===== src/rtl/tt_uio_arb_pkg.sv =====
// Shared types and constants for the uio pin-bank arbiter.
package tt_uio_arb_pkg;

  localparam int UIO_W = 8;

  localparam logic [UIO_W-1:0] OE_DRIVE = 8'hFF;
  localparam logic [UIO_W-1:0] OE_HIZ   = 8'h00;

  typedef enum logic [1:0] {
    IDLE = 2'd0,
    TURN = 2'd1,
    OWN  = 2'd2
  } arb_state_e;

  // Increment an 8-bit counter, holding at all-ones instead of wrapping.
  function automatic logic [7:0] sat_inc8(input logic [7:0] v);
    return (v == 8'hFF) ? v : v + 8'd1;
  endfunction

endpackage


===== src/rtl/tt_rr_pick.sv =====
// Rotating-priority picker: returns the first set request strictly after ptr,
// wrapping around, as both a one-hot vector and an index.
module tt_rr_pick #(
  parameter int N     = 4,
  parameter int IDX_W = $clog2(N)
) (
  input  logic [N-1:0]     req,
  input  logic [IDX_W-1:0] ptr,
  output logic [N-1:0]     onehot,
  output logic [IDX_W-1:0] idx,
  output logic             valid
);

  logic [IDX_W-1:0] pos;

  // Scan ptr+1, ptr+2, ... (mod N) and keep the first requester found.
  always_comb begin
    // NOTE: every output of a combinational block gets a default before any
    // conditional assignment, otherwise synthesis infers a latch.
    onehot = '0;
    idx    = '0;
    valid  = 1'b0;
    pos    = '0;
    for (int k = 1; k <= N; k++) begin
      pos = IDX_W'((int'(ptr) + k) % N);
      if (!valid && req[pos]) begin
        valid       = 1'b1;
        onehot[pos] = 1'b1;
        idx         = pos;
      end
    end
  end

endmodule


===== src/rtl/tt_uio_arbiter.sv =====
// Round-robin arbiter sharing the 8-bit bidirectional uio pin bank between
// NUM_REQ requesters, with bounded bursts and high-Z turnaround cycles on
// every change of bus direction.
// Optional feature: define UIO_ARB_LOCK_EN to let lock[w] suppress the
// BURST_MAX limit for the current owner.
module tt_uio_arbiter
  import tt_uio_arb_pkg::*;
#(
  parameter int NUM_REQ     = 4,
  parameter int BURST_MAX   = 8,
  parameter int TURN_CYCLES = 1
) (
  input  logic                     clk,
  input  logic                     rst_n,
  input  logic [NUM_REQ-1:0]       req,
  input  logic [NUM_REQ-1:0]       dir,
  input  logic [NUM_REQ-1:0]       lock,
  input  logic [UIO_W*NUM_REQ-1:0] wdata,
  output logic [NUM_REQ-1:0]       gnt,
  output logic [UIO_W-1:0]         rdata,
  output logic                     rvalid,
  output logic                     busy,
  input  logic [UIO_W-1:0]         uio_in,
  output logic [UIO_W-1:0]         uio_out,
  output logic [UIO_W-1:0]         uio_oe
);

  localparam int IDX_W = $clog2(NUM_REQ);

  arb_state_e         state_q, state_d;
  logic [IDX_W-1:0]   rr_ptr_q;
  logic [IDX_W-1:0]   owner_q;
  logic               own_dir_q;
  logic               cur_dir_q;
  logic [1:0]         turn_cnt_q;
  logic [7:0]         beat_cnt_q;
  logic [NUM_REQ-1:0] gnt_q;
  logic [UIO_W-1:0]   uio_out_q;
  logic [UIO_W-1:0]   uio_oe_q;
  logic [UIO_W-1:0]   rdata_q;
  logic               rvalid_q;

  logic [NUM_REQ-1:0] pick_onehot;
  logic [IDX_W-1:0]   pick_idx;
  logic               pick_valid;

  logic               start_direct;
  logic               start_turn;
  logic               turn_done;
  logic               beat;
  logic               own_exit;
  logic               lock_hold;
  logic [NUM_REQ-1:0] owner_onehot;
  logic [UIO_W-1:0]   wbyte [NUM_REQ];

  for (genvar g = 0; g < NUM_REQ; g++) begin : g_wbyte
    assign wbyte[g] = wdata[g*UIO_W +: UIO_W];
  end

  assign owner_onehot = NUM_REQ'(1) << owner_q;

`ifdef UIO_ARB_LOCK_EN
  assign lock_hold = lock[owner_q];
`else
  logic unused_lock;
  assign lock_hold   = 1'b0;
  assign unused_lock = ^lock;
`endif

  tt_rr_pick #(
    .N     (NUM_REQ),
    .IDX_W (IDX_W)
  ) u_pick (
    .req    (req),
    .ptr    (rr_ptr_q),
    .onehot (pick_onehot),
    .idx    (pick_idx),
    .valid  (pick_valid)
  );

  // State register.
  always_ff @(posedge clk) begin
    // NOTE: clocked state uses non-blocking assignments so every register
    // samples pre-edge values regardless of block ordering.
    if (!rst_n) state_q <= IDLE;
    else        state_q <= state_d;
  end

  // Next-state decode.
  always_comb begin
    state_d = state_q;
    case (state_q)
      IDLE: begin
        if (start_direct)    state_d = OWN;
        else if (start_turn) state_d = TURN;
      end
      TURN:    if (turn_done) state_d = OWN;
      OWN:     if (own_exit)  state_d = IDLE;
      default: state_d = IDLE;
    endcase
  end

  // Output/control decode shared by the FSM and the datapath registers.
  always_comb begin
    busy         = (state_q != IDLE);
    start_direct = (state_q == IDLE) && pick_valid && (dir[pick_idx] == cur_dir_q);
    start_turn   = (state_q == IDLE) && pick_valid && (dir[pick_idx] != cur_dir_q);
    turn_done    = (state_q == TURN) && (turn_cnt_q == 2'd0);
    beat         = (state_q == OWN) && gnt_q[owner_q] && req[owner_q];
    // A beat on the last allowed count ends the grant on that same edge.
    own_exit     = (state_q == OWN) &&
                   (!req[owner_q] ||
                    ((beat_cnt_q >= 8'(BURST_MAX - 1)) && !lock_hold));
  end

  // Grant, counters, direction tracking and pin registers.
  always_ff @(posedge clk) begin
    if (!rst_n) begin
      rr_ptr_q   <= IDX_W'(NUM_REQ - 1);
      owner_q    <= '0;
      own_dir_q  <= 1'b0;
      cur_dir_q  <= 1'b0;
      turn_cnt_q <= '0;
      beat_cnt_q <= '0;
      gnt_q      <= '0;
      uio_out_q  <= '0;
      uio_oe_q   <= OE_HIZ;
      rdata_q    <= '0;
      rvalid_q   <= 1'b0;
    end else begin
      rvalid_q <= 1'b0;
      if (start_direct || start_turn) begin
        owner_q    <= pick_idx;
        own_dir_q  <= dir[pick_idx];
        beat_cnt_q <= '0;
      end
      if (start_direct) gnt_q <= pick_onehot;
      if (start_turn) begin
        turn_cnt_q <= 2'(TURN_CYCLES - 1);
        uio_oe_q   <= OE_HIZ;
      end
      if (state_q == TURN) begin
        if (turn_done) begin
          gnt_q     <= owner_onehot;
          cur_dir_q <= own_dir_q;
        end else begin
          turn_cnt_q <= turn_cnt_q - 2'd1;
        end
      end
      if (beat) begin
        beat_cnt_q <= sat_inc8(beat_cnt_q);
        if (own_dir_q) begin
          uio_out_q <= wbyte[owner_q];
          uio_oe_q  <= OE_DRIVE;
        end else begin
          rdata_q  <= uio_in;
          rvalid_q <= 1'b1;
        end
      end
      if (own_exit) begin
        gnt_q    <= '0;
        rr_ptr_q <= owner_q;
      end
    end
  end

  assign gnt     = gnt_q;
  assign rdata   = rdata_q;
  assign rvalid  = rvalid_q;
  assign uio_out = uio_out_q;
  assign uio_oe  = uio_oe_q;

endmodule


===== config.mk =====
export PLATFORM = sky130hd
export DESIGN_NAME = tt_uio_arbiter
export DESIGN_NICKNAME = d
export VERILOG_FILES = /design/src/rtl/tt_uio_arb_pkg.sv /design/src/rtl/tt_rr_pick.sv /design/src/rtl/tt_uio_arbiter.sv
export SDC_FILE = /design/constraint.sdc
export NUM_CORES = 1
export LEC_CHECK = 0
export BUFFER_PORTS_ARGS = -buffer_cell sky130_fd_sc_hd__buf_2
export CAP_MARGIN = 0
export CORE_MARGIN = 8
export CORE_UTILIZATION = 40
export DETAILED_ROUTE_END_ITERATION = 8
export MAX_ROUTING_LAYER = met4
export PLACE_DENSITY = 0.79
export SYNTH_ARGS = -nofsm -noshare
export SYNTH_HDL_FRONTEND = slang
export SYNTH_HIERARCHICAL = 1
export SYNTH_SLANG_ARGS = --single-unit
export TNS_END_PERCENT = 5

===== constraint.sdc =====
create_clock -name clk -period 4.05 [get_ports clk]
set_clock_uncertainty 0.15 [all_clocks]
set_input_delay 0.2025 -clock clk [delete_from_list [all_inputs] [get_ports clk]]
set_output_delay 0.2025 -clock clk [all_outputs]
set_load 0.1 [all_outputs]

=== Word level (Yosys, flattened, before mapping) ===
Index checks and enable logic that the tools add are counted.

* Flip-flop bits (word level): 47
* Input bits: 54
* Output and inout bits: 30
* Logic and storage cells: 132

* $add $sub $neg: 6
* Order comparisons: 12
* Equal/unequal tests: 9
* Shifts and indexed selects: 1
* Multiplexer cells: 55
* Bitwise operators: 6
* Reduce and logical (&&, ||, !) cells: 31

{| class="wikitable"
|+ Operator list
! cell !! number
|-
| $mux W8 || 8
|-
| $mux W4 || 7
|-
| $mux W2 || 11
|-
| $lt A2 B3 Y1 const B || 6
|-
| $bmux W8 S2 || 1
|-
| $mux W1 || 16
|-
| $bmux W1 S2 || 7
|-
| $logic_and A1 B1 Y1 || 14
|-
| $or A4 B4 Y4 || 3
|-
| $reduce_and A2 Y1 || 5
|-
| $add A8 B1 Y8 const B || 1
|-
| $demux W1 S2 || 4
|-
| $eq A8 B8 Y1 const B || 1
|-
| $ge A2 B1 Y1 const B || 4
|-
| $ge A8 B3 Y1 const B || 1
|-
| $ne A2 B2 Y1 const B || 3
|-
| $pmux W2 S3 || 1
|-
| $add A2 B1 Y2 const B || 2
|-
| $add A2 B2 Y2 const B || 2
|-
| $logic_not A1 Y1 || 4
|-
| $logic_not A2 Y1 || 2
|-
| $reduce_bool A2 Y1 || 2
|-
| $shl A1 B2 Y4 const A || 1
|-
| $ge A3 B3 Y1 const B || 1
|-
| other kinds (11) || 13
|}

=== Longest topological paths before layout ===
Gate-level depths: netlist of run 1.

* Word-level depth: 20
* Depth in mapped cells: 14
* Mapped depth without buffers: 11

=== By module ===
Netlist of run 1, hierarchy kept.

{| class="wikitable"
|+ Modules (own cells, without submodules)
! module !! instances !! cells each !! area an instance (um2) !! seq. area each (um2)
|-
| tt_uio_arbiter || 1 || 243 || 2,263.4 || 940.9
|-
| tt_rr_pick || 1 || 86 || 629.4 || 0.0
|}

=== Least setup slack after synthesis of run 1 ===
Ideal clock, no wire load.

* Path type: register to register
* Start: reg rr_ptr_q[0]
* End: reg uio_oe_q[0], in the netlist uio_oe[0]
* Setup time: 0.118 ns
* Arrival time: 3.567 ns
* Required time: 3.782 ns
* Setup slack: 0.215 ns
* Cell stages (with the launch flop): 14
* Buffers on the path: 3
* Clock period less this slack: 3.835 ns
* Cell sequence: dfxtp_1 -> buf_6 -> buf_2 -> inv_1 -> ha_1 -> clkbuf_1 -> a21oi_1 -> a211oi_1 -> a311o_1 -> a221oi_1 -> mux4_2 -> xor2_1 -> a21boi_2 -> a22o_1

* Word-level cells in the longest chain between the ends: 20
* Elaborated cells between the ends (all ways): 34
* Classes of those cells: add/sub: 4; eq/ne: 1; mux: 21; reduce/logical: 8

{| class="wikitable"
|+ RTL lines
! element !! RTL line !! source
|-
| from (decl) || tt_uio_arbiter.sv:31 || <nowiki>logic [IDX_W-1:0] rr_ptr_q;</nowiki>
|-
| from (signal assigned) || tt_uio_arbiter.sv:119 || <nowiki>rr_ptr_q <= IDX_W'(NUM_REQ - 1);</nowiki>
|-
| from (signal assigned) || tt_uio_arbiter.sv:162 || <nowiki>rr_ptr_q <= owner_q;</nowiki>
|-
| $add A2 B1 Y2 || tt_rr_pick.sv:25 || <nowiki>pos = IDX_W'((int'(ptr) + k) % N);</nowiki>
|-
| $bmux W1 S2 || tt_rr_pick.sv:26 || <nowiki>if (!valid && req[pos]) begin</nowiki>
|-
| $mux W1 (not written as such) || tt_rr_pick.sv:26 ||
|-
| $mux W1 || tt_rr_pick.sv:26 ||
|-
| $logic_not A1 Y1 || tt_rr_pick.sv:26 ||
|-
| $logic_and A1 B1 Y1 || tt_rr_pick.sv:26 ||
|-
| $mux W1 || tt_rr_pick.sv:26 ||
|-
| $logic_not A1 Y1 || tt_rr_pick.sv:26 ||
|-
| (+5 left out) || -- ||
|-
| named net pick_idx[0] || tt_uio_arbiter.sv:44 || <nowiki>logic [IDX_W-1:0] pick_idx;</nowiki>
|-
| $bmux W1 S2 * || tt_uio_arbiter.sv:107 || <nowiki>start_turn = (state_q == IDLE) && pick_valid && (dir[pick_idx] != cur_dir_q);</nowiki>
|-
| $mux W1 (not written as such) * || tt_uio_arbiter.sv:107 ||
|-
| $ne A1 B1 Y1 * || tt_uio_arbiter.sv:107 ||
|-
| $logic_and A1 B1 Y1 * || tt_uio_arbiter.sv:107 ||
|-
| $mux W8 * || tt_uio_arbiter.sv:138 || <nowiki>if (start_turn) begin</nowiki>
|-
| $mux W8 || tt_uio_arbiter.sv:152 || <nowiki>if (own_dir_q) begin</nowiki>
|-
| $mux W8 * || tt_uio_arbiter.sv:150 || <nowiki>if (beat) begin</nowiki>
|-
| to (signal assigned) || tt_uio_arbiter.sv:127 || <nowiki>uio_oe_q <= OE_HIZ;</nowiki>
|-
| to (signal assigned) || tt_uio_arbiter.sv:140 || <nowiki>uio_oe_q <= OE_HIZ;</nowiki>
|-
| to (signal assigned) || tt_uio_arbiter.sv:154 || <nowiki>uio_oe_q <= OE_DRIVE;</nowiki>
|-
| to (decl) || tt_uio_arbiter.sv:39 || <nowiki>logic [UIO_W-1:0] uio_oe_q;</nowiki>
|}

The timed path passes the listed nets; every way through them passes the cells marked *. The select of a mux whose other input is x is not followed.
A chain may end at the register's enable or synchronous reset.

=== Worst setup path in the final report of run 1 ===
* Start: reg rr_ptr_q[0]
* End: reg turn_cnt_q[1]

* Word-level cells in the longest chain between the ends: 20
* Elaborated cells between the ends (all ways): 34
* Classes of those cells: add/sub: 4; eq/ne: 1; mux: 21; reduce/logical: 8

{| class="wikitable"
|+ RTL lines
! element !! RTL line !! source
|-
| $add A2 B1 Y2 || tt_rr_pick.sv:25 ||
|-
| $bmux W1 S2 || tt_rr_pick.sv:26 ||
|-
| $mux W1 (not written as such) || tt_rr_pick.sv:26 ||
|-
| $mux W1 || tt_rr_pick.sv:26 ||
|-
| $logic_not A1 Y1 || tt_rr_pick.sv:26 ||
|-
| $logic_and A1 B1 Y1 || tt_rr_pick.sv:26 ||
|-
| $mux W1 || tt_rr_pick.sv:26 ||
|-
| $logic_not A1 Y1 || tt_rr_pick.sv:26 ||
|-
| (+5 left out) || -- ||
|-
| named net pick_idx[0] || tt_uio_arbiter.sv:44 ||
|-
| $bmux W1 S2 * || tt_uio_arbiter.sv:107 ||
|-
| $mux W1 (not written as such) * || tt_uio_arbiter.sv:107 ||
|-
| $ne A1 B1 Y1 * || tt_uio_arbiter.sv:107 ||
|-
| $logic_and A1 B1 Y1 * || tt_uio_arbiter.sv:107 ||
|-
| $mux W2 * || tt_uio_arbiter.sv:138 ||
|-
| $mux W2 || tt_uio_arbiter.sv:143 || <nowiki>if (turn_done) begin</nowiki>
|-
| $mux W2 * || tt_uio_arbiter.sv:142 || <nowiki>if (state_q == TURN) begin</nowiki>
|-
| to (signal assigned) || tt_uio_arbiter.sv:139 || <nowiki>turn_cnt_q <= 2'(TURN_CYCLES - 1);</nowiki>
|-
| to (signal assigned) || tt_uio_arbiter.sv:147 || <nowiki>turn_cnt_q <= turn_cnt_q - 2'd1;</nowiki>
|-
| to (decl) || tt_uio_arbiter.sv:35 || <nowiki>logic [1:0] turn_cnt_q;</nowiki>
|}

Marks and branches as above.

==> reports/metrics.yaml, run 1 <==
drt.antenna.violating_nets: 0
hpwl_um: 5740
synth.distinct_cells: 54
grt_pass1_vias: 2721
diodes: 0
max_stage_delay_ns: 0.62
rr_worst_depth: 11
wire_per_inst_um: 15.4
portBuffers: 79
chipHeight_um: 101
clk_pin_slew_ns: 0.08
slowest_stage: "mux4_2"
grt_usage_pct: 15.4
hold_path_class: "primary input to register"
final-setup-viol-count: 0
holdPathStages: 3
r2r-start: "rr_ptr_q[0]"
syn_area_per_cell_um2: 8.79
first_iter_violations: 202
yosysSeqAreaShare_pct: 32.5
grt-ovfl-total: 0
path_max_fanout: 11
finalSetupTns_ns: 0
synthesis.yosys.warnings: 6
ys_ff_latch: 47
grt_max_degree: 58
place_inst: 490
placed_area_um2: 3340
post_cts_buffers: 0
drive_above_1_share_pct: 26.9
cts_tree: "yes"
powerDensity_nw_per_um2: 531
vias: 2734
crit_path_start_kind: "register"
cp-end-kind: "register"
rsz0062_at_grt: "false"
rrSetupSlack_ns: 0.47
syn-cell-area_um2: 2890
pre_cts_ws_ns: 0.455
clock_sinks: 47
die_x_um: 101
irDropWorstVdd_mv: 0.345
tightest_slew_ns: 1.05
leakagePower_nw: 1.47
multiInputGateArea_um2: 1790
initial_core_util_pct: 40.5
ys.flop_type: "dfxtp_1"
antenna_found_initial: 0
seqCellArea_um2: 941
rr_endpoint: "turn_cnt_q[1]"
fillers: 677
syn_to_final_growth_pct: 22.1
crit_chain: "inv_1 > ha_1 > a21oi_1 > a211oi_1 > a311o_1 > a221oi_1 > mux4_2 > xor2_1 > a21boi_2 > nand3_1 > o21ai_0"
min_to: "rdata[1]"
critPathArrivalTime_ns: 3.64
dieArea_um2: 10200
drv_slew: 0
maxCapViolCount: 0
synth_fp_nets: 393
async_reset_ff_share_pct: 0
rows: 31
ios: 84
gp_congestion: 0.925
root_buffer: "clkbuf_8"
post-route-min-period_ns: 3.58
status: "finished clean"
cpLargestDelayFamily: "compound AO/OA/AOI/OAI gates"
viasPerCell: 5.42
synth_top_area_share_pct: 32.5
netlist_instances: 329
synth_edf_count: 0
critPathKind: "register to register"
drcViolationCount: 0
cp_num_buf_inv: 1
worstHoldStart: "uio_in[1]"
clkLatencyLatePin_ns: 0.29
critical_path_required_ns: 4.12
routed_wl_um: 7790
yosys.area.top_type: "dfxtp_1"
synth_area_leaders: "dfxtp_1 33%, mux4_2 8.6%, mux2i_1 6.6%, nand2_1 5.8%, ha_1 4.3%"
clock_path_buffers: 2
layout_setup_ws_ns: 0.475
final_hold_viol_count: 0
relSlewSlack_pct: 29.9
max_freq_mhz: 280
cts_max_level: 2
fin_nets: 468
stdcell_count: 504
startpoint: "rr_ptr_q[0]"
final_area_um2: 3530
cts_made_buffers: 5
grt_pass1_wl_um: 12600
drtPass1Iterations: 4
fin_util_pct: 49.5
post-route-period-util_pct: 88.3
core_um2: 7140
[Yosys cell counts (7+ instances only)]
library cell,number
dfxtp_1,47
mux4_2,11
nand4_1,8
clkbuf_1,12
or3_1,7
nor3_1,9
nand2_1,45
a21oi_1,8
mux2i_1,19
nor2_1,14
a22o_1,8
nand3_1,15
ha_1,10
a31oi_1,8
inv_1,14
o21ai_0,19
[registers in the layout, summed over array words and instances (netlist names)]
register / count
beat_cnt_q: 8
rdata: 8
uio_oe: 8
uio_out: 8
gnt: 4
owner_q: 2
rr_ptr_q: 2
state_q: 2
turn_cnt_q: 2
cur_dir_q: 1
own_dir_q: 1
rvalid: 1
[stage by stage]
stage	total power [mW]	hold slack, ns
after CTS	1.88	0.0000203
after floorplan	1.29	0.195
after global placement	1.45	0.290
after global routing	2.00	0.00791
after detailed placement	1.48	0.297
final	1.88	0.00654
[cells by family after synthesis]
family	synth area share [%]
simple gates	22.8
compound gates	18.0
flops	32.5
buf+inv	5.58
mux	15.5
fa+ha+maj	4.33
xor+xnor	1.21
[placed cells by master, fill, tap and decap left out, types with 9 or more instances in the layout]
cell	n
buf_2	79
mux4_2	11
nand3_1	15
ha_1	10
inv_1	14
dfxtp_1	47
nor3_1	9
mux2i_1	19
nor2_1	14
nand2_1	45
o21ai_0	19
[routing by layer]
layer / share of wire [%] / wire (µm) / track usage, % / up-vias
li1: - / - / - / 1358
met1: 42 / 3290 / 18.2 / 1271
met2: 50 / 3860 / 25.4 / 87
met3: 5.3 / 415 / 3.04 / 18
met4: 2.9 / 223 / 5.73 / 0
met5: 0 / 0 / - / -
[repair_timing]
action	in CTS	in global routing
gates resized for setup	0	0
hold endpoints to repair	6	0
hold buffers	6	0
[worst reg2reg max path: cells and delay by family (launching register included)]
family,cells,cell delay (ns)
flip-flops,1,0.34
buffers and inverters,1,0.09
XOR/XNOR,1,0.19
AO/OA/AOI/OAI,6,1.53
AND/OR/NAND/NOR,1,0.13
adder cells (fa/ha/maj),1,0.45
multiplexers,1,0.62
[area by class of cell]
class,count,area share (%)
tap,99,3.51
inverter,14,1.49
timing repair buffer,90,14.0
clock inverter,2,1.70
multi-input combinational,246,50.7
sequential,47,26.6
clock buffer,6,2.05
[power breakdown]
group          leakage [nW]  internal [mW]  total [mW]  switching [mW]
combinational          1.02          0.296       0.883           0.588
clock                0.0654          0.247       0.403           0.156
sequential            0.380          0.510       0.590          0.0806
total                  1.47           1.05        1.88           0.824
[worst max path at each step]
| stage | endpoint | slack, ns | cells after the start |
|---|---|---|---|
| floorplan | uio_oe[0] | 0.22 | 13 |
| global placement | turn_cnt_q[1] | 0.56 | 11 |
| detailed placement | uio_oe[5] | 0.45 | 10 |
| CTS | turn_cnt_q[1] | 0.43 | 11 |
| global route | turn_cnt_q[1] | 0.20 | 10 |
| finish | turn_cnt_q[1] | 0.47 | 11 |
No activity file was read; power rests on OpenSTA's default activity.
==> inputs of run 2 (changes only) <==
BUFFER_PORTS_ARGS = default   (was -buffer_cell sky130_fd_sc_hd__buf_2)
CELL_PAD_IN_SITES_DETAIL_PLACEMENT = 0   (was default)
CELL_PAD_IN_SITES_GLOBAL_PLACEMENT = 1   (was default)
DONT_BUFFER_PORTS = 1   (was default)
PLACE_DENSITY = 0.84   (was 0.79)
==> reports/metrics.yaml, run 2 (synthesized netlist as in run 1, its figures left out) <==
final_cell_mix: "47 x dfxtp_1, 45 x nand2_1, 19 x o21ai_0, 19 x mux2i_1, 15 x nand3_1"
powerDensity_nw_per_um2: 552
irDropWorstVdd_mv: 0.252
post_cts_buffers: 0
clock_sinks: 47
die_x_um: 101
cpLargestDelayFamily: "compound AO/OA/AOI/OAI gates"
core_um2: 7140
rsz0062_at_grt: "false"
initial_core_util_pct: 40.5
cts_max_level: 2
leakagePower_nw: 1.13
antenna_found_initial: 0
max_freq_mhz: 266
clk_pin_slew_ns: 0.09
post-route-period-util_pct: 92.7
grt_max_degree: 56
cts_resized: 0
r2r-start: "rr_ptr_q[1]"
holdWs_ns: 0.0125
startpoint: "rr_ptr_q[1]"
final_hold_viol_count: 0
final-setup-viol-count: 0
clkLatencyLatePin_ns: 0.30
critPathArrivalTime_ns: 3.86
routed_wl_um: 7430
cp_num_buf_inv: 2
vias: 2475
grt_usage_pct: 14.4
stdcell_count: 431
cts_tree: "yes"
max_stage_delay_ns: 0.63
root_buffer: "clkbuf_8"
tightest_slew_ns: 1.03
final_area_um2: 3170
ios: 84
drive_above_1_share_pct: 10.5
status: "finished clean"
critPathKind: "register to register"
total_power_mw: 1.75
fin_nets: 395
critical_path_required_ns: 4.15
final_common_cell: "dfxtp_1"
gp_congestion: 0.918
viasPerCell: 5.74
grt_pass1_vias: 2330
fin_util_pct: 44.4
post-route-min-period_ns: 3.75
rows: 31
chipHeight_um: 101
grt-ovfl-total: 0
ctsHoldBuffers: 9
placed_area_um2: 2970
hpwl_um: 5490
layout_setup_ws_ns: 0.295
wire_per_inst_um: 17.2
place_inst: 414
syn_to_final_growth_pct: 9.47
pre_cts_ws_ns: 0.379
diodes: 0
dieArea_um2: 10200
crit_path_start_kind: "register"
slowest_stage: "mux4_2"
maxCapViolCount: 0
crit_chain: "inv_1 > ha_1 > inv_1 > a311o_1 > a221oi_1 > mux4_2 > xnor2_1 > a21oi_1 > o22ai_1 > and3_1"
fillers: 710
drt.antenna.violating_nets: 0
worstHoldStart: "rst_n"
portBuffers: 0
clock_path_buffers: 2
drtPass1Iterations: 4
cpMostUsedCell: "inv_1"
grt_pass1_wl_um: 11600
path_max_fanout: 11
drcViolationCount: 0
finalSetupTns_ns: 0
first_iter_violations: 174
cts_made_buffers: 5
relSlewSlack_pct: 31.2
drv_slew: 0
hold_path_class: "primary input to register"
cp-end-kind: "register"
## run 2: cell types whose count changed in the layout (fill, tap and decap cells not counted), sizes merged
| cell | previous run | this run |
|---|---|---|
| dlygate4sd3 | 6 | 8 |
| clkinvlp | 0 | 1 |
| clkinv | 0 | 1 |
| buf | 84 | 9 |
| bufinv | 2 | 0 |
## run 2: worst reg2reg max path, stage by stage (launching register included)
cell and delay, ns:
dfxtp_1 0.35, inv_1 0.13, ha_1 0.52, inv_1 0.22
a311o_1 0.31, a221oi_1 0.47, mux4_2 0.63, xnor2_1 0.47
a21oi_1 0.15, o22ai_1 0.14, and3_1 0.16
## run 2: final cells by class
class                   count  area (µm²)  share of cell area, %
clock inverters             2        16.3                  0.514
repair buffers             17         160                   5.06
clock buffers               6        82.6                   2.61
multi-input cells         246        1790                   56.5
flip-flops and latches     47         941                   29.7
inverters                  14        52.6                   1.66
well taps                  99         124                   3.91
## run 2: path summary, 6_finish.rpt
kind,slack [ns],endpoint,depth (start not counted)
setup / recovery,0.30,state_q[1],10
hold / removal,0.01,beat_cnt_q[2],2
setup reg to reg,0.30,state_q[1],10
hold reg to reg,0.33,turn_cnt_q[0],2
## run 2: power by group
group	switching (mW)	leakage [nW]	internal, mW
combinational	0.565	0.699	0.281
sequential	0.0903	0.380	0.509
clock	0.165	0.0474	0.139
total	0.820	1.13	0.929
## run 2: metal layers
metal,part of all wire [%],vias to the layer above,global-route usage (%)
met4,0.74,0,3.09
li1,-,1218,-
met1,40,1164,15.8
met2,49,86,24.5
met5,0,-,-
met3,9.9,7,4.90
